`src/rtl/romulus_ise_pipe.sv`:
```
// romulus_ise_pipe: two-stage issue/retire wrapper for the Romulus (SKINNY-128)
// ISE datapath. S1 decodes and drives the combinational datapath; S2 captures
// the result for writeback.
// Optional build macro ROMULUS_ISE_SKID_EN adds a 1-entry skid register in
// front of S1 so that in_ready is driven straight from a flop.
module romulus_ise_pipe (
  input  logic        clk,
  input  logic        rst,
  input  logic        in_valid,
  output logic        in_ready,
  input  logic [31:0] in_insn,
  input  logic [31:0] in_rs1,
  input  logic [31:0] in_rs2,
  output logic [31:0] ise_rs1,
  output logic [31:0] ise_rs2,
  output logic [2:0]  ise_imm,
  output logic        op_rstep,
  output logic        op_rc_upd,
  output logic        op_tk_upd_0,
  output logic        op_tk_upd_1,
  output logic        op_rc_use_0,
  output logic        op_rc_use_1,
  input  logic [31:0] ise_rd,
  output logic        out_valid,
  input  logic        out_ready,
  output logic [31:0] out_rd,
  output logic [4:0]  out_rd_addr,
  output logic        out_illegal
);

  // One decoded instruction as held in S1 (and in the skid, when present).
  typedef struct packed {
    logic [31:0] rs1;
    logic [31:0] rs2;
    logic [5:0]  op;       // one-hot, all-zero when illegal
    logic [2:0]  imm;
    logic [4:0]  rd_addr;
    logic        illegal;
  } s1_ent_t;

  function automatic s1_ent_t decode(input logic [31:0] insn,
                                     input logic [31:0] rs1,
                                     input logic [31:0] rs2);
    s1_ent_t e;
    logic    legal;
    legal     = (insn[6:0] == 7'b0101011) && (insn[14:12] == 3'b000) &&
                (insn[31:28] <= 4'h5);
    e.rs1     = rs1;
    e.rs2     = rs2;
    e.op      = legal ? (6'b000001 << insn[31:28]) : 6'b000000;
    e.imm     = insn[27:25];
    e.rd_addr = insn[11:7];
    e.illegal = !legal;
    return e;
  endfunction

  // Register-index fields are meaningless here: operand values arrive pre-read.
  logic unused_insn_bits;
  assign unused_insn_bits = ^in_insn[24:15];

  s1_ent_t     dec;
  s1_ent_t     s1_q, s1_d;
  logic        s1_valid_q, s1_valid_d;
  logic        out_valid_q, out_valid_d;
  logic [31:0] out_rd_q, out_rd_d;
  logic [4:0]  out_rd_addr_q, out_rd_addr_d;
  logic        out_illegal_q, out_illegal_d;
  logic        s2_free, s1_adv, s1_can_load, accept;

`ifdef ROMULUS_ISE_SKID_EN
  s1_ent_t     skid_q, skid_d;
  logic        skid_valid_q, skid_valid_d;
`endif

  // Handshake, S1 load selection and S2 capture.
  always_comb begin
    dec         = decode(in_insn, in_rs1, in_rs2);
    s2_free     = !out_valid_q || out_ready;
    s1_adv      = s1_valid_q && s2_free;
    s1_can_load = !s1_valid_q || s1_adv;
    s1_d        = s1_q;
    s1_valid_d  = s1_valid_q && !s1_adv;
`ifdef ROMULUS_ISE_SKID_EN
    in_ready     = !skid_valid_q;
    accept       = in_valid && in_ready;
    skid_d       = skid_q;
    skid_valid_d = skid_valid_q;
    // The skid is older than anything on the input, so it wins the S1 slot.
    if (s1_can_load && skid_valid_q) begin
      s1_d         = skid_q;
      s1_valid_d   = 1'b1;
      skid_valid_d = 1'b0;
    end else if (s1_can_load && accept) begin
      s1_d       = dec;
      s1_valid_d = 1'b1;
    end
    // accept implies the skid is empty, so this never overwrites a live entry.
    if (accept && !s1_can_load) begin
      skid_d       = dec;
      skid_valid_d = 1'b1;
    end
`else
    in_ready = !s1_valid_q || s2_free;
    accept   = in_valid && in_ready;
    if (accept) begin
      s1_d       = dec;
      s1_valid_d = 1'b1;
    end
`endif
    out_valid_d   = s1_adv || (out_valid_q && !out_ready);
    out_rd_d      = out_rd_q;
    out_rd_addr_d = out_rd_addr_q;
    out_illegal_d = out_illegal_q;
    if (s1_adv) begin
      out_rd_d      = s1_q.illegal ? 32'h0 : ise_rd;
      out_rd_addr_d = s1_q.rd_addr;
      out_illegal_d = s1_q.illegal;
    end
  end

  // Pipeline state; reset discards everything in flight.
  always_ff @(posedge clk or posedge rst) begin
    if (rst) begin
      s1_q          <= '0;
      s1_valid_q    <= 1'b0;
      out_valid_q   <= 1'b0;
      out_rd_q      <= 32'h0;
      out_rd_addr_q <= 5'h0;
      out_illegal_q <= 1'b0;
    end else begin
      s1_q          <= s1_d;
      s1_valid_q    <= s1_valid_d;
      out_valid_q   <= out_valid_d;
      out_rd_q      <= out_rd_d;
      out_rd_addr_q <= out_rd_addr_d;
      out_illegal_q <= out_illegal_d;
    end
  end

`ifdef ROMULUS_ISE_SKID_EN
  // Skid entry in front of S1.
  always_ff @(posedge clk or posedge rst) begin
    if (rst) begin
      skid_q       <= '0;
      skid_valid_q <= 1'b0;
    end else begin
      skid_q       <= skid_d;
      skid_valid_q <= skid_valid_d;
    end
  end
`endif

  assign ise_rs1     = s1_q.rs1;
  assign ise_rs2     = s1_q.rs2;
  assign ise_imm     = s1_q.imm;
  assign op_rstep    = s1_q.op[0] && s1_valid_q;
  assign op_rc_upd   = s1_q.op[1] && s1_valid_q;
  assign op_tk_upd_0 = s1_q.op[2] && s1_valid_q;
  assign op_tk_upd_1 = s1_q.op[3] && s1_valid_q;
  assign op_rc_use_0 = s1_q.op[4] && s1_valid_q;
  assign op_rc_use_1 = s1_q.op[5] && s1_valid_q;
  assign out_valid   = out_valid_q;
  assign out_rd      = out_rd_q;
  assign out_rd_addr = out_rd_addr_q;
  assign out_illegal = out_illegal_q;

endmodule

```
`config.mk`:
```
export PLATFORM = sky130hd
export DESIGN_NAME = romulus_ise_pipe
export DESIGN_NICKNAME = d
export VERILOG_FILES = /design/src/rtl/romulus_ise_pipe.sv
export SDC_FILE = /design/constraint.sdc
export NUM_CORES = 1
export LEC_CHECK = 0
export BUFFER_PORTS_ARGS = -buffer_cell sky130_fd_sc_hd__buf_2
export CORE_UTILIZATION = 50
export CTS_BUF_LIST = sky130_fd_sc_hd__clkbuf_16
export DETAILED_ROUTE_END_ITERATION = 10
export HOLD_SLACK_MARGIN = 0.05
export PLACE_DENSITY = 0.93
export SYNTH_ARGS = -nofsm -noshare
export SYNTH_HDL_FRONTEND = slang
export SYNTH_SLANG_ARGS = --single-unit
```
`constraint.sdc`:
```
create_clock -name clk -period 8.3 [get_ports clk]
set_input_delay 2.075 -clock clk [delete_from_list [all_inputs] [get_ports clk]]
set_output_delay 2.075 -clock clk [all_outputs]
set_load 0.02 [all_outputs]
```
Yosys cells after proc, flatten, opt, wreduce, memory -nomap -nowiden
Index checks and enable logic that the tools add are counted.
Cells by class
  order comparisons: 1
  equal/unequal tests: 1
  shift operators: 1
  mux-type cells: 3
  reductions and logical operators: 21
Operator list (count)
  32-bit 2-to-1 mux: 1
  1-bit logical AND: 12
  7-bit by 6-bit equality test with 1-bit output, second input constant: 1
  6-bit 2-to-1 mux: 1
  1-bit by 4-bit << shifter with 6-bit output, first input constant: 1
  1-bit zero test: 5
  4-bit by 3-bit <= comparator with 1-bit output, second input constant: 1
  3-bit zero test: 1
  1-bit logical OR: 3
  1-bit 2-to-1 mux: 1
Word-level totals
  register bits after elaboration: 119
  bits of input ports: 132
  output and inout bits: 113
  word-level logic and storage cells: 38

Longest topological paths before layout
  word-level depth: 6
  mapped depth: 5
  mapped depth without buffers: 3

Worst setup path before layout
Ideal clock, no wire load.
  path type: input to output
  start point: input out_ready
  end point: output in_ready
  arrival: 2.273 ns
  data required time: 6.225 ns
  path slack: 3.952 ns
  stages: 1
  buffers on the path: 0
  path through: nand3b_4
Between the ends
  cells in the longest elaborated chain, start to end: 2
RTL lines
  from (decl): RTL line 25  | input logic out_ready,
  1-bit logical OR: RTL line 78  | s2_free = !out_valid_q || out_ready;
  1-bit logical OR: RTL line 103  | in_ready = !s1_valid_q || s2_free;
  to (decl): RTL line 10  | output logic in_ready,
Every way passes these cells.

Final worst setup path
Ends and elaborated chain as after synthesis.

==> impl_metrics.toml <==
[placed_design]
place_area_sq_mm = 0.00600
hpwl_mm = 7.43
port_buffers = 234
placedCellCount = 664
gp_congestion = 0.772

[routing]
ant_nets = 0
dr.pass1.iters = 4
vias_per_cell = 4.74
num_vias = 3306
first_iter_violations = 139
drc = 0
wl_mm = 10.1
wl_per_cell_um = 14.5

[power_and_ir_drop]
ir_drop_v = 0.000158
leakage_nw = 3.38
p_per_area_mw_per_mm2 = 249

[clocking]
h-tree-depth = 4
cts_tree = "done"
cts_setup_buffers = 0
cts_made_buffers = 17
cts_num_sinks = 119
clk_latency_ns = 0.40
clkSlewWorstSetupHoldPaths_ns = 0.05
cts_resized = 0
clockRootBuffer = "clkbuf_16"
clk_path_buf_depth = 2
cts_hold_buf = 0

[worst_setup_path]
slowest_stage = "buf_2"
cp-start-kind = "primary input"
worstPathArrival_ns = 2.56
critPathBufInv = 2
crit_required_ns = 6.23
crit_family = "buffers and inverters"
cpPeakStageDelay_ns = 0.19
crit_chain = "buf_2, nand3b_4, buf_2"
critical_path_class = "in2out"
critPathMostFrequentCell = "buf_2"
critPathCaptureType = "output port"
path_max_fanout = 5

[floorplan]
io_pins = 245
initial_core_util_pct = 51.3
rows = 37
die_area_sq_mm = 0.0110
dieWidth_um = 105
coreArea_sq_mm = 0.0103
fp.dieH_um = 105

[global_routing]
grt_max_degree = 82
grt_overflow_total = 0
grt_antenna_before_repair = 2
grt_pass1_wl_mm = 16.2
grt_pass1_vias = 3419
grt_usage_pct = 19.4

[finish]
nNetsFinal = 679
final_cells = 697
final_area_sq_mm = 0.00659
drive_gt1_share_pct = 67.1
final_common_cell = "buf_2"
mostFrequentLayoutCells = "buf_2, dfrtp_1, mux2_2"
syn_to_final_growth_pct = 25.0

[sta]
finalSetupTns_ns = 0
finalCriticalPeriod_ns = 4.63
tightest_slew_ns = 1.03
fin_worst_skew_ns = 0.00863
hold_viol = 0
setup_viol = 0
fmax_mhz = 216
max_slew_margin_pct = 31.1
slew_violations = 0
rsz0062_at_grt = "false"
period_share_pct = 55.8

[yosys]
syn-num-nets = 507
yosysWarnings = 0
seq_area_frac_synth_pct = 56.5
netlist_instances = 375
synthDistinctLibCells = 21
synth_seq_cells = 119
syn_area_per_cell_sq_um = 14.1
synth_area_sq_mm = 0.00527

[flow_run]
drv_cap = 0

[outcome]
status = "completed"

[hold_path]
min_path_type = "reg2reg"
worst reg2reg max path: cells and delay by family (launching register included):
family / cells / cell delay [ns]
mux: 1 / 0.50
simple gates: 2 / 0.84
flops: 1 / 0.49
stage by stage:
step                      worst slack (ns)  hold WS, ns  power [mW]  util (%)
final                                 3.67        0.481        1.64      64.2
after detailed placement              3.65        0.475       0.945      58.4
after CTS                             3.66        0.487        1.67      64.1
after global placement                3.66        0.470       0.932      58.4
after global routing                  3.64        0.498        1.71      64.2
after floorplan                       3.07        0.456       0.913         -
power breakdown:
part	switching (mW)	leakage, nW	internal (mW)	total (mW)
clock network	0.242	0.279	0.466	0.708
registers	0.0291	1.47	0.640	0.669
logic	0.146	1.63	0.117	0.263
logic make-up (layout without fill, tap and decap cells):
| logic type | count (synthesis) | in the layout | share of synthesized area [%] |
|---|---|---|---|
| other cells | 0 | 1 | 0 |
| compound gates | 8 | 8 | 1.33 |
| mux | 110 | 110 | 23.5 |
| buf+inv | 86 | 271 | 12.1 |
| simple gates | 52 | 52 | 6.57 |
| flops | 119 | 119 | 56.5 |
layer usage:
layer | global-route usage [%] | routed length, um | vias to the layer above
met3 | 7.17 | 696 | 18
met1 | 20.2 | 3790 | 1578
met2 | 35.3 | 5450 | 148
met5 | 0 | 17 | -
met4 | 7.24 | 161 | 2
li1 | - | - | 1560
worst paths after layout:
path / start / to / slack, ns / cells after the start
worst max-delay path: out_ready / in_ready / 3.67 / 3
worst min-delay path: s1_q[9] / s1_q[9] / 0.48 / 1
worst max register to register: s1_valid_q / ise_rs2[20] / 6.35 / 3
worst min register to register: s1_q[9] / s1_q[9] / 0.48 / 1
max in group asynchronous: rst / ise_rs1[22] / 5.24 / 3
min in group asynchronous: rst / ise_rs2[14] / 1.70 / 2
flip-flops by register name (all words and copies together), names as in the netlist, 3 cells and up:
register     count
ise_imm          3
ise_rs1         32
out_rd          32
out_rd_addr      5
ise_rs2         32
s1_q            12
cell usage after synthesis:
| library cell | count | share of area [%] |
|---|---|---|
| nand2_1 | 2 | 0.14 |
| and4_1 | 1 | 0.17 |
| dfrtp_1 | 119 | 56 |
| nor4bb_1 | 2 | 0.38 |
| nor4b_1 | 1 | 0.17 |
| nand3b_4 | 1 | 0.38 |
| and2_1 | 6 | 0.71 |
| mux2_1 | 1 | 0.21 |
| buf_2 | 2 | 0.19 |
| clkbuf_1 | 3 | 0.21 |
| nand2_4 | 1 | 0.21 |
| a32o_1 | 6 | 1.1 |
| inv_1 | 3 | 0.21 |
| mux2_2 | 109 | 23 |
| buf_6 | 4 | 0.85 |
| buf_8 | 1 | 0.28 |
| a21oi_1 | 2 | 0.19 |
| nand2b_1 | 3 | 0.36 |
| nor2_1 | 2 | 0.14 |
| buf_4 | 73 | 10 |
| nor2b_1 | 33 | 3.9 |
final cells by class:
class	count	area, sq um
multi-input combinational	170	1660
timing repair buffer	236	1190
clock inverter	15	163
sequential	119	2980
antenna	1	2.50
fill	793	3680
tap	136	170
clock buffer	17	425
inverter	3	13.8
No activity file was read; power rests on OpenSTA's default activity.
